[src/rtl/reset_release_sequencer.sv]
// rtl/reset_release_sequencer.sv - staged release of active-low resets with REQ/ACK soft-reset handshake
module reset_release_sequencer #(
    parameter int NUM_OUT  = 2,
    parameter int RSTDELAY = 2,
    parameter int STAGGER  = 1
) (
    input  logic               CLK,
    input  logic               RST,
    input  logic               REQ,
    output logic               BUSY,
    output logic               ACK,
    output logic [NUM_OUT-1:0] OUT_RST_N
);

    localparam int MAX_D = (RSTDELAY > STAGGER) ? RSTDELAY : STAGGER;
    localparam int CNT_W = $clog2(MAX_D + 1);
    localparam int IDX_W = (NUM_OUT > 1) ? $clog2(NUM_OUT) : 1;

    localparam logic [CNT_W-1:0] HOLD_LAST    = CNT_W'(RSTDELAY - 1);
    localparam logic [CNT_W-1:0] STAGGER_LAST = CNT_W'(STAGGER - 1);
    localparam logic [IDX_W-1:0] IDX_LAST     = IDX_W'(NUM_OUT - 1);

    generate
        if (NUM_OUT < 1 || RSTDELAY < 1 || STAGGER < 1) begin : g_bad_params
            $error("reset_release_sequencer: NUM_OUT, RSTDELAY and STAGGER must all be >= 1");
        end
    endgenerate

    typedef enum logic [1:0] {
        HOLD    = 2'd0,
        RELEASE = 2'd1,
        RUN     = 2'd2
    } state_t;

    state_t             state_q, state_d;
    logic [CNT_W-1:0]   cnt_q, cnt_d;
    logic [IDX_W-1:0]   idx_q, idx_d;
    logic [NUM_OUT-1:0] out_q, out_d;
    logic               ack_q, ack_d;
    logic               busy_q, busy_d;

    always_ff @(posedge CLK) begin
        if (RST) begin
            state_q <= HOLD;
            cnt_q   <= '0;
            idx_q   <= '0;
            out_q   <= '0;
            ack_q   <= 1'b0;
            busy_q  <= 1'b1;
        end else begin
            state_q <= state_d;
            cnt_q   <= cnt_d;
            idx_q   <= idx_d;
            out_q   <= out_d;
            ack_q   <= ack_d;
            busy_q  <= busy_d;
        end
    end

    // Every output is computed one cycle ahead so the pins come straight from flops.
    always_comb begin
        state_d = state_q;
        cnt_d   = cnt_q;
        idx_d   = idx_q;
        out_d   = out_q;
        ack_d   = 1'b0;
        case (state_q)
            HOLD: begin
                out_d = '0;
                if (cnt_q == HOLD_LAST) begin
                    state_d = RELEASE;
                    cnt_d   = '0;
                    idx_d   = '0;
                end else begin
                    cnt_d = cnt_q + CNT_W'(1);
                end
            end
            RELEASE: begin
                if (cnt_q == STAGGER_LAST) begin
                    out_d[idx_q] = 1'b1;
                    cnt_d        = '0;
                    if (idx_q == IDX_LAST) begin
                        state_d = RUN;
                        ack_d   = 1'b1;
                    end else begin
                        idx_d = idx_q + IDX_W'(1);
                    end
                end else begin
                    cnt_d = cnt_q + CNT_W'(1);
                end
            end
            RUN: begin
                out_d = '1;
                if (REQ) begin
                    state_d = HOLD;
                    out_d   = '0;
                    cnt_d   = '0;
                    idx_d   = '0;
                end
            end
            default: begin
                state_d = HOLD;
                out_d   = '0;
                cnt_d   = '0;
                idx_d   = '0;
            end
        endcase
        busy_d = (state_d != RUN);
    end

    assign OUT_RST_N = out_q;
    assign ACK       = ack_q;
    assign BUSY      = busy_q;

endmodule

[config.mk]
export PLATFORM = sky130hd
export DESIGN_NAME = reset_release_sequencer
export DESIGN_NICKNAME = d
export VERILOG_FILES = /design/src/rtl/reset_release_sequencer.sv
export SDC_FILE = /design/constraint.sdc
export NUM_CORES = 1
export LEC_CHECK = 0
export BUFFER_PORTS_ARGS = -buffer_cell sky130_fd_sc_hd__buf_4
export CAP_MARGIN = 20
export CORE_AREA = 2 2 39 41
export DETAILED_ROUTE_END_ITERATION = 6
export DIE_AREA = 0 0 41 43
export PLACE_DENSITY = 0.61
export SETUP_SLACK_MARGIN = 0.2
export SYNTH_ARGS = -nofsm -noshare
export SYNTH_HDL_FRONTEND = slang
export SYNTH_SLANG_ARGS = --single-unit
export TNS_END_PERCENT = 1
[constraint.sdc]
create_clock -name CLK -period 1.3 [get_ports CLK]
set_input_delay 0.065 -clock CLK [delete_from_list [all_inputs] [get_ports CLK]]
set_output_delay 0.065 -clock CLK [all_outputs]
set_load 0.01 [all_outputs]
==> results of run 1 <==
## layout make-up
class                   instances  area, sq um
inverters                       8         35.0
fillers                       115          532
flip-flops and latches          9          193
clock buffers                   4         26.3
multi-input cells              39          462
well taps                      16         20.0
repair buffers                 15          116
## routing by layer
metal | vias up | track usage [%] | wire [um]
met5 | - | 0 | 0
met3 | 4 | 6.28 | 30
met4 | 0 | 14.0 | 36
met2 | 6 | 25.0 | 665
li1 | 236 | - | -
met1 | 232 | 24.9 | 610
## cell usage in the layout, fill, tap and decap left out, drive strengths merged, types with 2 or more instances in the layout
cell type  Yosys  routed
buf            2      15
dfxtp          9       9
ha             8       8
inv            8       8
nor2           5       5
clkbuf         0       4
nand2          3       3
nand3          3       3
nor2b          1       2
nand2b         2       2
o32ai          2       2
## cells in the mapped netlist, drive strengths merged
| library cell | count | share of area (%) |
|---|---|---|
| a21o | 1 | 1.4 |
| nor2 | 5 | 3.4 |
| a21oi | 1 | 0.90 |
| a22oi | 1 | 2.3 |
| and2b | 1 | 1.8 |
| mux2i | 1 | 1.8 |
| a31o | 1 | 1.6 |
| ha | 8 | 18 |
| nand2 | 3 | 2.0 |
| nor3b | 1 | 1.4 |
| a221oi | 1 | 1.6 |
| dfxtp | 9 | 33 |
| a211oi | 1 | 1.4 |
| buf | 2 | 2.9 |
| nor2b | 1 | 2.5 |
| o311ai | 1 | 1.6 |
| a21boi | 1 | 1.4 |
| inv | 8 | 5.4 |
| o21a | 1 | 1.4 |
| o32ai | 2 | 3.2 |
| o41ai | 1 | 2.9 |
| o311a | 1 | 3.8 |
| nand3 | 3 | 2.7 |
| nand2b | 2 | 2.3 |
## how the worst max path moves through the flow
stage / startpoint / to / slack, ps / cells after the start
after floorplan: state_q[0] / state_q[1] / 90 / 4
after global placement: cnt_q[1] / cnt_q[0] / 30 / 5
after detailed placement: state_q[1] / idx_q / 2 / 5
after CTS: state_q[1] / BUSY / 60 / 5
after global routing: state_q[0] / idx_q / 10 / 5
final: state_q[0] / state_q[1] / 60 / 4
## flip-flops by register name (all words and copies together) (netlist names)
| register | cells |
|---|---|
| OUT_RST_N | 2 |
| idx_q | 1 |
| cnt_q | 2 |
| BUSY | 1 |
| state_q | 2 |
| ACK | 1 |
## logic make-up (layout without fill, tap and decap cells)
| group | count (synthesis) | after routing |
|---|---|---|
| AND/OR/NAND/NOR | 16 | 17 |
| AO/OA/AOI/OAI | 13 | 13 |
| buffers and inverters | 10 | 27 |
| flip-flops | 9 | 9 |
| adder cells (fa/ha/maj) | 8 | 8 |
| multiplexers | 1 | 1 |
## power by group
| part | internal (mW) | leakage [nW] | switching (mW) | total, mW |
|---|---|---|---|---|
| Combinational | 0.432 | 0.239 | 0.346 | 0.778 |
| Clock | 0.119 | 0.0150 | 0.114 | 0.233 |
| Sequential | 0.332 | 0.0756 | 0.0698 | 0.402 |
| Total | 0.883 | 0.329 | 0.530 | 1.41 |
## metrics by stage
stage          utilization (%)  hold slack, ps
5_1_grt                   61.6            29.9
3_3_place_gp              49.0             311
2_1_floorplan                -             307
6_report                  61.6            36.2
4_1_cts                   57.6            12.3
3_5_place_dp              49.0             309
## what timing repair did
item                                    in CTS  in global routing
buffers inserted                             5                  0
endpoints found under the setup margin       8                  8
gates resized for setup                     14                 10
gates cloned                                 1                  0
pin swaps                                    5                  4
==> metrics.csv, run 1 <==
metric;value;unit
placedInstanceArea;678;sq um
route.antenna.remaining_nets;0;
hold-path-cell-count;2;
total_negative_setup_slack;0;ps
yosys_warnings;0;
first_global_vias;461;
buffer_ports.inserted;6;
gpl.final_weighted_congestion;0.749;
die_height;43;um
cp-end-kind;register;
floorplan_die_area;1760;sq um
clockRootBuffer;sky130_fd_sc_hd__clkbuf_4;
yosys.area_share.xor_xnor;0;%
cp_cell_sequence;inv_4, ha_4, nor2b_4, o311a_4;
nNetsFinal;87;
dp_hpwl;837;um
hold_buffer_count_at_cts;0;
status;completed;
synth_adder_area_share;18.1;%
setup.worst_path.class;reg -> reg;
grt_first_pass_wirelength;2.15;mm
post_synth_instance_area;554;sq um
number_of_vias_per_cell;5.25;
number_of_synthesized_register_bits;9;
pwr_density_cell;1660;nW/um^2
worst_skew_pair.late_latency;270;ps
drc_errors;0;
maximum_number_of_pins_on_one_net_before_global_route_repair;9;
fin_crit_sh;95.4;%
hold_path.class;in -> reg;
place_worst_setup_slack;1.78;ps
crit_buf_inv;1;
arrival_time_at_the_worst_endpoint;1400;ps
detail_route.wirelength;1.34;mm
worst_path_dominant_cell_family;flip-flops;
synth.mux.area_fraction;1.81;%
cts.reportedPaths.clkPinSlew;70;ps
initial_antenna_violation_count;0;
critPathMaxFanout;5;
timing.critical_path.slowest_cell_delay;400;ps
leakagePower;0.329;nW
htree_levels;1;
initial_core_util;40.1;%
synth.lib_cells_used.distinct;25;
post_synthesis_average_cell_area;9.72;sq um
cts.sink_count;9;
fmaxAchievable;0.806;GHz
fraction_of_final_layout_cells_with_drive_strength_greater_than_1;62.7;%
ioPinCount;7;
hold_viol;0;
finalNonFillerCells;91;
maximum_vdd_drop;0.718;mV
drt-initial-drc-count;3;
report.final.setup_viol;0;
holdPathEnd;state_q[0];
final_count_of_pins_violating_max_slew;0;
critPathSlowestCell;sky130_fd_sc_hd__dfxtp_4;
startpoint_type;register;
synth_top_family_by_area;compound AO/OA/AOI/OAI gates;
hold_path_startpoint;RST;
timing.reg2reg.setup_slack;60;ps
tritoncts;yes;
worst-slew-pin-transition;266;ps
power.total;1.41;mW
core_area;1380;sq um
synth_compound_gate_area_share;23.3;%
worstReg2RegStart;state_q[0];
fin_crit;1240;ps
cap_viol_max_count;0;
synth_seq_area_share;32.5;%
globalRoute.totalOverflow;0;
synthesis.nets;68;
grt_util_all_layers;19.1;%
placedCellCount;81;
crit_path_setup_slack_layout;59.7;ps
std_cell_rows;14;
syn_inst;57;
yosys.area_share.simple;16.0;%
worstRegToRegCells;4;
dr_total_vias;478;
max-clock-path-buffers;2;
layout.cell_area.non_filler;852;sq um
drt_pre_antenna_iters;4;
relSlewSlack;82.2;%
drt-wirelength-per-cell;14.7;um
total_clock_buffers_created_by_cts;3;
diodes;0;
cp_data_required_time;1460;ps
floorplan.die.width;41;um
grt_setup_unrepaired;true;
clock-skew-final;4.79;ps
syn2layout_area_growth;53.7;%
r2r_end;state_q[1];
(Power assumes the default switching activity.)
==> run 2, diff against run 1 <==
Settings changed: ABC_AREA set to 1, PLACE_DENSITY 0.61 to 0.6.
==> run 2 against run 1 <==
Against the previous run:
- final cell count increased by 20%
- die area is the same
- highest routed layer unchanged
- flip-flop and latch count is the same
- combinational power grew 21%
- global-route usage is 2.2 points lower
==> metrics.csv, run 2 <==
metric;value;unit
fin_crit;1120;ps
grt_setup_unrepaired;true;
number_of_vias_per_cell;4.84;
dp_hpwl;840;um
synth.lib_cells_used.distinct;16;
post_synthesis_average_cell_area;7.03;sq um
timing.reg2reg.setup_slack;180;ps
yosysTopAreaCellShare;32.9;%
arrival_time_at_the_worst_endpoint;1320;ps
setup.worst_path.end;state_q[1];
drc_errors;0;
fraction_of_final_layout_cells_with_drive_strength_greater_than_1;53.8;%
worstRegToRegCells;5;
final_core_util;60.3;%
drt_pre_antenna_iters;6;
synth.cells.most_frequent;sky130_fd_sc_hd__nand2_1, sky130_fd_sc_hd__inv_1, sky130_fd_sc_hd__dfxtp_1;
layout_commonest_cell;sky130_fd_sc_hd__nand2_1;
setup.worst_path.start;state_q[1];
grt_util_all_layers;16.9;%
drt-initial-drc-count;10;
std_cell_rows;14;
syn_inst;78;
buffer_ports.inserted;6;
maximum_number_of_pins_on_one_net_before_global_route_repair;8;
die_height;43;um
synth_seq_area_share;32.9;%
top_library_cells_by_usage_in_the_layout_fill_and_taps_aside;sky130_fd_sc_hd__nand2_1, sky130_fd_sc_hd__buf_4, sky130_fd_sc_hd__inv_2, sky130_fd_sc_hd__nand3_2;
nFillCells;122;
globalRoute.totalOverflow;0;
syn2layout_area_growth;52.3;%
cts.sink_count;9;
critPathMaxFanout;4;
tritoncts;yes;
route.antenna.remaining_nets;0;
floorplan_die_area;1760;sq um
post_synth_instance_area;548;sq um
cp-end-kind;register;
fin_crit_sh;86.0;%
power.total;1.59;mW
initial_antenna_violation_count;0;
diodes;0;
synth-edff-count;0;
asyncSetResetFlopFracSynth;0;%
initial_core_util;39.6;%
detail_route.wirelength;1.34;mm
gpl.final_weighted_congestion;0.774;
synthMostInstantiatedCell;sky130_fd_sc_hd__nand2_1;
clockRootBuffer;sky130_fd_sc_hd__clkbuf_4;
dominantRegCellSynth;sky130_fd_sc_hd__dfxtp_1;
total_negative_setup_slack;0;ps
core_area;1380;sq um
max-clock-path-buffers;2;
pwr_density_cell;1900;nW/um^2
floorplan.die.width;41;um
htree_levels;1;
hold_viol;0;
total_clock_buffers_created_by_cts;3;
startpoint_type;register;
status;completed;
r2r_end;state_q[1];
worstReg2RegStart;state_q[1];
cts.reportedPaths.clkPinSlew;60;ps
dr_total_vias;528;
relSlewSlack;87.2;%
nNetsFinal;105;
final_count_of_pins_violating_max_slew;0;
first_global_vias;429;
post_synth_main_area_contributors;sky130_fd_sc_hd__dfxtp_1, sky130_fd_sc_hd__ha_1, sky130_fd_sc_hd__nand2_1;
place_worst_setup_slack;79.1;ps
report.final.setup_viol;0;
setup.worst_path.class;reg -> reg;
fmaxAchievable;0.894;GHz
synthesis.nets;89;
number_of_synthesized_register_bits;9;
ioPinCount;7;
synth_area_leader_cell;sky130_fd_sc_hd__dfxtp_1;
hold_path.class;in -> reg;
cap_viol_max_count;0;
yosys_warnings;0;
crit_path_setup_slack_layout;182;ps
maximum_vdd_drop;1.05;mV
leakagePower;0.381;nW
clock-skew-final;7.15;ps
drt-wirelength-per-cell;12.3;um
cp_data_required_time;1510;ps
grt_first_pass_wirelength;1.92;mm
worst_skew_pair.late_latency;270;ps
worst-slew-pin-transition;191;ps
run 2: critical path, stage by stage, from the launching register on:
cell and delay (ps):
sky130_fd_sc_hd__dfxtp_4 370, sky130_fd_sc_hd__inv_6 90, sky130_fd_sc_hd__ha_4 170, sky130_fd_sc_hd__nand3_2 110
sky130_fd_sc_hd__a21oi_2 180, sky130_fd_sc_hd__and2_1 130
run 2: through the flow:
stage,hold WS (ps),instance area (sq um),cells
after global placement,284,613,100
after detailed placement,282,613,100
after CTS,192,709,106
final,207,835,109
after floorplan,134,548,78
after global routing,234,835,109
run 2: cell families (layout without fill, tap and decap cells):
kind of cell | count (synthesis) | after routing | synth area share, %
AOI/OAI and AO/OA | 9 | 9 | 8.90
adders and majority gates | 8 | 8 | 18.3
buffers and inverters | 16 | 31 | 11.0
DFF | 9 | 9 | 32.9
and+or+nand+nor | 36 | 36 | 29.0
run 2: layout make-up:
cell class	instances	area, sq um	share of cell area, %
clock buffers	4	26.3	3.15
inverters	16	77.6	9.30
multi-input cells	53	433	51.9
flip-flops and latches	9	193	23.1
well taps	16	20.0	2.40
repair buffers	11	85.1	10.2
run 2: power by group:
group          leakage [nW]  internal, mW  switching, mW
clock                0.0150         0.119          0.102
sequential           0.0758         0.349         0.0807
combinational         0.290         0.426          0.513
total                 0.381         0.894          0.695
run 2: repair_timing:
| item | in CTS | in global routing |
|---|---|---|
| buffers inserted | 1 | 3 |
| resized for setup | 16 | 29 |
| pin swaps | 3 | 12 |
| hold buffers | 1 | 0 |
| hold endpoints to repair | 1 | 0 |
| gates cloned | 0 | 0 |
| endpoints found under the setup margin | 8 | 8 |
run 2: layer usage:
layer / vias to the layer above / track usage (%) / part of all wire [%]
met4: 0 / 8.00 / 1.4
li1: 270 / - / -
met3: 3 / 6.28 / 4.5
met1: 240 / 18.7 / 41
met5: - / 0 / 0
met2: 15 / 26.9 / 53
run 2: worst min-delay path by stage:
stage	from	to	slack, ps	cells after the start
floorplan	RST	OUT_RST_N[0]	130	1
global placement	RST	cnt_q[0]	280	2
detailed placement	RST	cnt_q[0]	280	2
CTS	REQ	cnt_q[0]	190	6
global route	REQ	BUSY	230	5
finish	REQ	BUSY	210	5
